**src/rtl/qpsk_demod_if.sv**
```systemverilog
// Sample-in / decision-out bus of the QPSK hard-decision demodulator.
// QPSK_DEMOD_STATS_EN adds the symbol and sync-slip counter outputs.
interface qpsk_demod_if #(
    parameter int unsigned DATA_W = 12
);
    logic signed [DATA_W-1:0] i_I;
    logic signed [DATA_W-1:0] i_Q;
    logic                     i_sync;
    logic                     i_valid;
    logic                     o_ready;
    logic                     o_I;
    logic                     o_Q;
    logic                     o_valid;
    logic                     i_ready;
`ifdef QPSK_DEMOD_STATS_EN
    logic [15:0]              o_sym_cnt;
    logic [15:0]              o_sync_slip;

    modport slave (
        input  i_I, i_Q, i_sync, i_valid, i_ready,
        output o_ready, o_I, o_Q, o_valid, o_sym_cnt, o_sync_slip
    );
    modport master (
        output i_I, i_Q, i_sync, i_valid, i_ready,
        input  o_ready, o_I, o_Q, o_valid, o_sym_cnt, o_sync_slip
    );
`else
    modport slave (
        input  i_I, i_Q, i_sync, i_valid, i_ready,
        output o_ready, o_I, o_Q, o_valid
    );
    modport master (
        output i_I, i_Q, i_sync, i_valid, i_ready,
        input  o_ready, o_I, o_Q, o_valid
    );
`endif
endinterface

```
**src/rtl/qpsk_demod.sv**
```systemverilog
// Integrate-and-dump QPSK hard-decision demodulator: SPS samples per symbol, sign slicer.
// Optional QPSK_DEMOD_STATS_EN: delivered-symbol counter and sync-slip counter.
module qpsk_demod #(
    parameter int unsigned DATA_W = 12,
    parameter int unsigned SPS    = 4
) (
    input  logic         clk,
    input  logic         rst_n,
    qpsk_demod_if.slave  bus
);
    localparam int unsigned ACC_W = DATA_W + $clog2(SPS) + 1;
    localparam int unsigned EXT_W = ACC_W - DATA_W;
    localparam int unsigned CNT_W = (SPS > 1) ? $clog2(SPS) : 1;

    logic [CNT_W-1:0]        cnt_q, cnt_d;
    logic signed [ACC_W-1:0] acc_i_q, acc_i_d;
    logic signed [ACC_W-1:0] acc_q_q, acc_q_d;
    logic                    o_i_q, o_i_d;
    logic                    o_q_q, o_q_d;
    logic                    o_valid_q, o_valid_d;

    logic                    ready_c;
    logic                    accept_c;
    logic                    out_xfer_c;
    logic                    last_c;
    logic signed [ACC_W-1:0] sum_i_c;
    logic signed [ACC_W-1:0] sum_q_c;

    assign ready_c    = !o_valid_q || bus.i_ready;
    assign accept_c   = bus.i_valid && ready_c;
    assign out_xfer_c = o_valid_q && bus.i_ready;

    // A sync sample restarts the symbol, so it only closes one when a symbol is a single sample.
    assign last_c = (SPS == 1) || (!bus.i_sync && (cnt_q == CNT_W'(SPS - 1)));

    assign sum_i_c = (bus.i_sync ? ACC_W'(0) : acc_i_q) + {{EXT_W{bus.i_I[DATA_W-1]}}, bus.i_I};
    assign sum_q_c = (bus.i_sync ? ACC_W'(0) : acc_q_q) + {{EXT_W{bus.i_Q[DATA_W-1]}}, bus.i_Q};

    always_comb begin
        cnt_d     = cnt_q;
        acc_i_d   = acc_i_q;
        acc_q_d   = acc_q_q;
        o_i_d     = o_i_q;
        o_q_d     = o_q_q;
        o_valid_d = o_valid_q;

        if (out_xfer_c) begin
            o_valid_d = 1'b0;
        end

        if (accept_c) begin
            if (last_c) begin
                // Positive sum slices to 1; zero and negative slice to 0.
                o_i_d     = !sum_i_c[ACC_W-1] && (sum_i_c != ACC_W'(0));
                o_q_d     = !sum_q_c[ACC_W-1] && (sum_q_c != ACC_W'(0));
                o_valid_d = 1'b1;
                acc_i_d   = ACC_W'(0);
                acc_q_d   = ACC_W'(0);
                cnt_d     = CNT_W'(0);
            end else begin
                acc_i_d   = sum_i_c;
                acc_q_d   = sum_q_c;
                cnt_d     = bus.i_sync ? CNT_W'(1) : CNT_W'(cnt_q + CNT_W'(1));
            end
        end
    end

    always_ff @(posedge clk or negedge rst_n) begin
        if (!rst_n) begin
            cnt_q     <= CNT_W'(0);
            acc_i_q   <= ACC_W'(0);
            acc_q_q   <= ACC_W'(0);
            o_i_q     <= 1'b0;
            o_q_q     <= 1'b0;
            o_valid_q <= 1'b0;
        end else begin
            cnt_q     <= cnt_d;
            acc_i_q   <= acc_i_d;
            acc_q_q   <= acc_q_d;
            o_i_q     <= o_i_d;
            o_q_q     <= o_q_d;
            o_valid_q <= o_valid_d;
        end
    end

    assign bus.o_ready = ready_c;
    assign bus.o_I     = o_i_q;
    assign bus.o_Q     = o_q_q;
    assign bus.o_valid = o_valid_q;

`ifdef QPSK_DEMOD_STATS_EN
    logic [15:0] sym_cnt_q, sym_cnt_d;
    logic [15:0] sync_slip_q, sync_slip_d;

    // Symbol count wraps; slip count saturates.
    always_comb begin
        sym_cnt_d   = sym_cnt_q;
        sync_slip_d = sync_slip_q;
        if (out_xfer_c) begin
            sym_cnt_d = 16'(sym_cnt_q + 16'd1);
        end
        if (accept_c && bus.i_sync && (cnt_q != CNT_W'(0)) && (sync_slip_q != 16'hFFFF)) begin
            sync_slip_d = 16'(sync_slip_q + 16'd1);
        end
    end

    always_ff @(posedge clk or negedge rst_n) begin
        if (!rst_n) begin
            sym_cnt_q   <= 16'd0;
            sync_slip_q <= 16'd0;
        end else begin
            sym_cnt_q   <= sym_cnt_d;
            sync_slip_q <= sync_slip_d;
        end
    end

    assign bus.o_sym_cnt   = sym_cnt_q;
    assign bus.o_sync_slip = sync_slip_q;
`endif
endmodule

```
**src/flat_wrapper.sv**
```systemverilog
// flat-port wrapper written by rule: the top's interface ports become plain ports
module qpsk_demod_flat 
#(
    parameter int unsigned DATA_W = 12,
    parameter int unsigned SPS    = 4
)
  (clk, rst_n, bus_i_I, bus_i_Q, bus_i_sync, bus_i_valid, bus_i_ready, bus_o_ready, bus_o_I, bus_o_Q, bus_o_valid);
  qpsk_demod_if #(.DATA_W(DATA_W)) bus_i ();
  input  logic clk;
  input  logic rst_n;
  input wire logic [$bits(bus_i.i_I)-1:0] bus_i_I;
  input wire logic [$bits(bus_i.i_Q)-1:0] bus_i_Q;
  input wire logic [$bits(bus_i.i_sync)-1:0] bus_i_sync;
  input wire logic [$bits(bus_i.i_valid)-1:0] bus_i_valid;
  input wire logic [$bits(bus_i.i_ready)-1:0] bus_i_ready;
  output wire logic [$bits(bus_i.o_ready)-1:0] bus_o_ready;
  output wire logic [$bits(bus_i.o_I)-1:0] bus_o_I;
  output wire logic [$bits(bus_i.o_Q)-1:0] bus_o_Q;
  output wire logic [$bits(bus_i.o_valid)-1:0] bus_o_valid;
  assign bus_i.i_I = bus_i_I;
  assign bus_i.i_Q = bus_i_Q;
  assign bus_i.i_sync = bus_i_sync;
  assign bus_i.i_valid = bus_i_valid;
  assign bus_i.i_ready = bus_i_ready;
  assign bus_o_ready = bus_i.o_ready;
  assign bus_o_I = bus_i.o_I;
  assign bus_o_Q = bus_i.o_Q;
  assign bus_o_valid = bus_i.o_valid;
  qpsk_demod #(.DATA_W(DATA_W), .SPS(SPS)) u_core (.clk(clk), .rst_n(rst_n), .bus(bus_i));
endmodule
```
**config.mk**
```make
export PLATFORM = sky130hd
export DESIGN_NAME = qpsk_demod_flat
export DESIGN_NICKNAME = d
export VERILOG_FILES = /design/src/rtl/qpsk_demod_if.sv /design/src/rtl/qpsk_demod.sv /design/src/flat_wrapper.sv
export SDC_FILE = /design/constraint.sdc
export NUM_CORES = 1
export LEC_CHECK = 0
export ABC_AREA = 1
export CORE_ASPECT_RATIO = 1.5
export CORE_MARGIN = 2
export CORE_UTILIZATION = 55
export DETAILED_ROUTE_END_ITERATION = 10
export GPL_TIMING_DRIVEN = 0
export PLACE_DENSITY_LB_ADDON = 0.05
export SLEW_MARGIN = 5
export SYNTH_ARGS = -nofsm -noshare
export SYNTH_HDL_FRONTEND = slang
export SYNTH_SLANG_ARGS = --single-unit
```
**constraint.sdc**
```tcl
create_clock -name clk -period 3.75 [get_ports clk]
set_input_delay 0.75 -clock clk [delete_from_list [all_inputs] [get_ports clk]]
set_output_delay 0.75 -clock clk [all_outputs]
set_load 0.05 [all_outputs]
```
==> results.md, run 1 <==
- Status: finished clean
- Worst hold stages: 2
- Seq cells post-synth: 35
- Syn_area_per_cell: 6.27 µm²
- Max Cap Viol: 0
- Initial core utilization: 56.7%
- GP Congestion: 0.866
- RSZ-0062 raised after global routing: no
- Fin cells: 635
- GRT Residual Overflow: 0
- Headroom to the max-slew limit: 49.5%
- Share of cells above drive strength 1: 4.80%
- Critical path class: primary input to register
- Drt drc: 0
- CTS tree: done
- Fin Hold WS: 493 ps
- Dominant synthesized flop cell: dfrtp_1
- Yosys warns: 0
- Die area: 6610 µm²
- Largest net degree at the start of global routing: 36
- Chip height: 98.6 µm
- Worst skew pair latency: 290 ps
- Clk slew on worst S/H paths: 70 ps
- Synth area leaders: dfrtp_1 (27%), nand2_1 (20%), ha_1 (11%)
- R2R Setup Slk: 1440 ps
- Max frequency: 297 MHz
- Inst Count DP: 627
- Leak: 2.11 nW
- Total power draw: 1.79 mW
- Area taken by multi-input logic gates: 2020 µm²
- Detailed Route Iter0 Violations: 103
- Syn-to-layout area delta: 14.9%
- Post-CTS Resized: 0
- FF-to-FF path depth: 16
- Final Net Count: 622
- Worst-path fanout max: 10
- Final wirelength: 7.98 mm
- Final Cell Area: 3770 µm²
- CTS hold repair buffers: 0
- Vias in the first global route: 3,297
- Mapped Area: 3280 µm²
- Setup TNS: 0 ps
- Hold path startpoint: u_core.bus.o_I$_DFFE_PN0P_
- Sequential area share after synthesis: 26.7%
- Most common cell in the netlist: nand2_1
- Area leader, netlist: dfrtp_1
- Worst vdd ir: 0.250 mV
- Initial antenna violation count: 0
- Clock skew: 7.70 ps
- # IOs: 33
- Critical Path End Type: register
- Most frequent cells after synthesis: nand2_1 (171), inv_1 (89), nor2_1 (60)
- Row Count: 34
- FF-to-FF End: u_core.bus.o_I$_DFFE_PN0P_
- Htree depth: 2
- # fillers: 583
- WP data arrival: 3560 ps
- Vias per cell: 5.16
- Critical R2R Launch: u_core.acc_i_q[0]$_DFFE_PN0P_
- DIE WIDTH: 67.0 µm
- Post-synthesis cell type count: 27
- Detail Route Antenna Nets: 0
- EDFF count, synth: 0
- Detailed placer's ending HPWL: 6.52 mm
- Area after DPL: 3680 µm²
- Min-Delay Endpoint: u_core.bus.o_I$_DFFE_PN0P_
- Cts bufs inserted: 5
- Post-Syn Instances: 523
- Worst Max-Slew Pin Slew: 758 ps
- Post-CTS setup buffers: 0
- Setup violators final: 0
- Routed wire per std cell: 12.6 µm
- Via Count: 3,275
- Post-synth top area share: 26.7%
- Final hold violation count: 0
- Tot GR Track Use: 27.2%
- First-pass GRT wire length: 14.0 mm
- Sequential cell area: 876 µm²
- Syn_nets: 583
- Worst min path class: register to register
- Post-synth ARST share: 100%
- Root buf cell: clkbuf_8
- CTS Buffer Depth: 2
- Number of diodes: 0
- PD cells: 476 nW/µm²
- Sink Count: 35
- Final Max Tran Viols: 0
- Required @ worst endpoint: 3940 ps
- Critical Path Source Type: primary input
- Placeable Area: 5790 µm²
- Final period util: 89.8%
- # port buffers: 32
- Minimum clock period: 3370 ps
- First-pass detailed-route iteration total: 6
[logic make-up (layout without fill, tap and decap cells)]
family,Yosys count,in the layout,share of synthesized area [%]
buf+inv,99,139,11.6
simple gates,301,301,39.0
xor+xnor,7,7,1.87
flops,35,35,26.7
compound gates,50,50,8.55
fa+ha+maj,31,31,12.3
[report_power, final]
| part | switching (mW) | leakage, nW | internal [mW] |
|---|---|---|---|
| combinational | 0.628 | 1.64 | 0.359 |
| sequential | 0.0415 | 0.431 | 0.501 |
| clock | 0.132 | 0.0422 | 0.130 |
| total | 0.801 | 2.11 | 0.990 |
[per-layer routing]
| metal | GRT usage [%] | wire, µm | up-vias |
|---|---|---|---|
| li1 | - | - | 1720 |
| met1 | 29.9 | 3170 | 1472 |
| met2 | 51.1 | 4350 | 59 |
| met3 | 2.17 | 197 | 24 |
| met4 | 11.5 | 259 | 0 |
| met5 | 0 | 0 | - |
[critical path: stages]
cell	delay (ps)
clkdlybuf4s50_1	530
clkbuf_1	420
nor2_1	120
ha_1	250
fa_1	460
nand2_1	110
nand2_2	70
nand3_2	110
nand2_2	80
nand2_1	60
nand2_1	80
nor2_1	110
nand3_1	100
nor2_1	120
nand2_1	60
nand2_1	60
nand2_1	40
[registers in the layout, indices dropped and copies added, names as in the netlist]
register            count
u_core.bus.o_valid      1
u_core.acc_i_q         15
u_core.acc_q_q         15
u_core.bus.o_I          1
u_core.cnt_q            2
u_core.bus.o_Q          1
[area by class of cell]
| type | instances | area share (%) |
|---|---|---|
| sequential | 35 | 23.3 |
| clock inverter | 1 | 0.133 |
| tap | 72 | 2.39 |
| timing repair buffer | 32 | 8.37 |
| multi-input combinational | 389 | 53.7 |
| inverter | 90 | 8.97 |
| buffer | 9 | 1.13 |
| clock buffer | 7 | 2.03 |
[worst max path at each step]
stage               start                          to  cells past startpoint
2_1_floorplan  bus_i_sync  u_core.bus.o_Q$_DFFE_PN0P_                     15
3_3_place_gp   bus_i_sync  u_core.bus.o_Q$_DFFE_PN0P_                     18
3_5_place_dp   bus_i_sync  u_core.bus.o_Q$_DFFE_PN0P_                     18
4_1_cts        bus_i_sync  u_core.bus.o_Q$_DFFE_PN0P_                     18
5_1_grt        bus_i_sync  u_core.bus.o_I$_DFFE_PN0P_                     17
6_report       bus_i_sync  u_core.bus.o_I$_DFFE_PN0P_                     17
[stage by stage]
stage	setup WS [ps]	utilization, %
after floorplan	1060	-
after global placement	10.5	63.8
after detailed placement	-1.92	63.7
after CTS	296	65.1
after global routing	106	65.1
final	382	65.1
[cell usage in the layout (no fill, tap or decap), types with 2 or more instances in the layout]
cell,n
clkbuf_1,5
nor2_1,60
ha_1,29
fa_1,2
clkbuf_8,5
nand2_1,171
nand4_1,7
nor3_1,4
a21oi_1,15
nand3_1,37
nand2_2,7
clkdlybuf4s50_1,31
dfrtp_1,35
inv_1,89
xor2_1,4
nand3_2,3
buf_2,4
o22ai_1,17
nand3b_1,7
o21bai_1,2
xnor2_1,3
nor2_2,3
o21ai_0,15
No activity file was read; power rests on OpenSTA's default activity.
==> run 2: changes to the inputs <==
- clock period: 3.75 -> 3.1 ns (I/O delays scaled with it)
==> results.md, run 2 (synthesis gave the netlist of run 1 again) <==
- Fin cells: 635 (unchanged)
- Area after DPL: 3680 µm² (unchanged)
- Area taken by multi-input logic gates: 2030 µm² (+0.12%)
- Setup ws final: 195 ps (-187 ps)
- Initial core utilization: 56.7% (unchanged)
- CTS Buffer Depth: 2 (unchanged)
- Headroom to the max-slew limit: 49.6% (+0.11 points)
- Max incr delay on CP: 530 ps (about the same)
- Drt drc: 0 (unchanged)
- Critical path class: primary input to register
- Detailed placer's ending HPWL: 6.52 mm (unchanged)
- Sequence of cells on the critical path: clkdlybuf4s50_1, buf_2, nor2_1, ha_1, fa_1, nand2_1, nand2_1, nand3_1, nand2_1, nand2_1, nand3b_1, nand2_1, nand2_1, nor2_1, nand2_1, nand2_1, nand2_1
- Status: finished clean
- # port buffers: 32 (unchanged)
- Critical Path End Type: register
- Root buf cell: clkbuf_8
- Worst skew pair latency: 290 ps (about the same)
- WP data arrival: 3090 ps (-470 ps)
- Inst Count DP: 627 (unchanged)
- Minimum clock period: 2900 ps
- Top delay family on crit path: simple AND/OR/NAND/NOR gates
- Commonest non-fill, non-tap cell in the layout: nand2_1
- Clock skew: 10.2 ps (+2.50 ps)
- Crit path buf inv count: 2 (unchanged)
- Vias per cell: 5.17 (+0.31%)
- Final wirelength: 7.96 mm (-0.25%)
- Worst Max-Slew Pin Slew: 756 ps (-1.70 ps)
- Sequential cell area: 876 µm² (unchanged)
- Final Util: 65.3% (+0.17 points)
- Detail Route Antenna Nets: 0 (unchanged)
- Critical Path Source Type: primary input
- Setup TNS: 0 ps (unchanged)
- Max Cap Viol: 0 (unchanged)
- Tot GR Track Use: 27.2% (unchanged)
- R2R Setup Slk: 890 ps (-550 ps)
- First-pass GRT wire length: 14.0 mm (unchanged)
- Dpl ws: -522 ps (-520 ps)
- Most frequent cells in the layout: nand2_1 (171), inv_1 (89), nor2_1 (60), nand3_1 (37), dfrtp_1 (35)
- Routed wire per std cell: 12.5 µm (-0.25%)
- Row Count: 34 (unchanged)
- CTS tree: done
- Sink Count: 35 (unchanged)
- Largest net degree at the start of global routing: 36 (unchanged)
- GP Congestion: 0.866 (unchanged)
- Placeable Area: 5790 µm² (unchanged)
- Final Cell Area: 3780 µm² (+0.27%)
- PD cells: 575 nW/µm² (+21%)
- Critical-path top delay cell: clkdlybuf4s50_1
- Final period util: 93.7%
- Required @ worst endpoint: 3290 ps (-650 ps)
- # fillers: 581 (-0.34%)
- Final Net Count: 622 (unchanged)
- Top flop regs: u_core.acc_i_q x15, u_core.acc_q_q x15, u_core.cnt_q x2
- Cts bufs inserted: 5 (unchanged)
- Final hold violation count: 0 (unchanged)
- Via Count: 3,285 (+0.31%)
- Max frequency: 344 MHz
- Leak: 2.12 nW (+0.25%)
- Worst-path fanout max: 10 (unchanged)
- RSZ-0062 raised after global routing: yes
- # IOs: 33 (unchanged)
- First-pass detailed-route iteration total: 4 (-2)
- Worst vdd ir: 0.304 mV (+22%)
- DIE WIDTH: 67.0 µm (unchanged)
- Clk slew on worst S/H paths: 70 ps (about the same)
- Vias in the first global route: 3,297 (unchanged)
- Worst min path class: primary input to async pin
- Chip height: 98.6 µm (unchanged)
- GRT Residual Overflow: 0 (unchanged)
- Final Max Tran Viols: 0 (unchanged)
- Syn-to-layout area delta: 15.2%
- Crit-path most repeated cell: nand2_1
- Initial antenna violation count: 0 (unchanged)
- Setup violators final: 0 (unchanged)
- Die area: 6610 µm² (unchanged)
- Share of cells above drive strength 1: 5.33% (+0.53 points)
- Number of diodes: 0 (unchanged)
- Htree depth: 2 (unchanged)
- Detailed Route Iter0 Violations: 140 (+36%)
[run 2: cell types whose count changed in the layout (fill, tap and decap cells not counted), sizes merged]
cell / change
buf: +2
clkbuf: -2
[run 2: where the power goes]
group	total, mW	switching, mW	internal (mW)	leakage, nW
Combinational	1.20	0.760	0.436	1.64
Clock	0.319	0.161	0.158	0.0422
Sequential	0.656	0.0505	0.606	0.431
[run 2: timing repair]
| action | 4_1_cts | 5_1_grt |
|---|---|---|
| resized for setup | 3 | 6 |
| buffers inserted | 0 | 0 |
| endpoints found under the setup margin | 4 | 3 |
| hold buffers | 0 | 0 |
[run 2: routing by layer]
metal / wire, µm / GRT usage, % / share of wire (%) / vias up
li1: - / - / - / 1719
met1: 3170 / 29.9 / 40 / 1483
met2: 4340 / 51.1 / 54 / 59
met3: 187 / 2.17 / 2.4 / 24
met4: 259 / 11.5 / 3.3 / 0
met5: 0 / 0 / 0 / -
[run 2: layout make-up]
class                   count  area share, %
multi-input cells         389           53.6
clock buffers               7           2.02
inverters                  90           8.95
clock inverters             1          0.133
repair buffers             32           8.35
well taps                  72           2.39
flip-flops and latches     35           23.2
plain buffers               9           1.33
[run 2: path summary, 6_finish.rpt]
check	startpoint	endpoint	cells past startpoint
setup / recovery	bus_i_sync	u_core.bus.o_Q$_DFFE_PN0P_	17
setup reg to reg	u_core.acc_i_q[0]$_DFFE_PN0P_	u_core.bus.o_I$_DFFE_PN0P_	16
hold / removal	rst_n	u_core.acc_i_q[3]$_DFFE_PN0P_	1
hold reg to reg	u_core.bus.o_I$_DFFE_PN0P_	u_core.bus.o_I$_DFFE_PN0P_	2
min in group clk	u_core.bus.o_I$_DFFE_PN0P_	u_core.bus.o_I$_DFFE_PN0P_	2
max in group asynchronous	rst_n	u_core.acc_i_q[12]$_DFFE_PN0P_	1
[run 2: through the flow]
step / hold WS [ps] / power, mW
6_report: 398 / 2.17
3_5_place_dp: 473 / 1.85
2_1_floorplan: 324 / 1.55
5_1_grt: 456 / 2.39
4_1_cts: 428 / 2.17
3_3_place_gp: 461 / 1.81
[run 2: worst reg2reg max path, stage by stage, from the launching register on]
cell     delay [ps]
dfrtp_1         360
inv_1            70
nor2_1           50
ha_1            230
fa_2            390
nand2_1         100
nand2_2          70
nand3_2         110
nand2_2          80
nand2_1          60
nand2_1          90
nor2_1          120
nand3_1         100
nor2_1          120
nand2_1          60
nand2_1          60
nand2_1          40
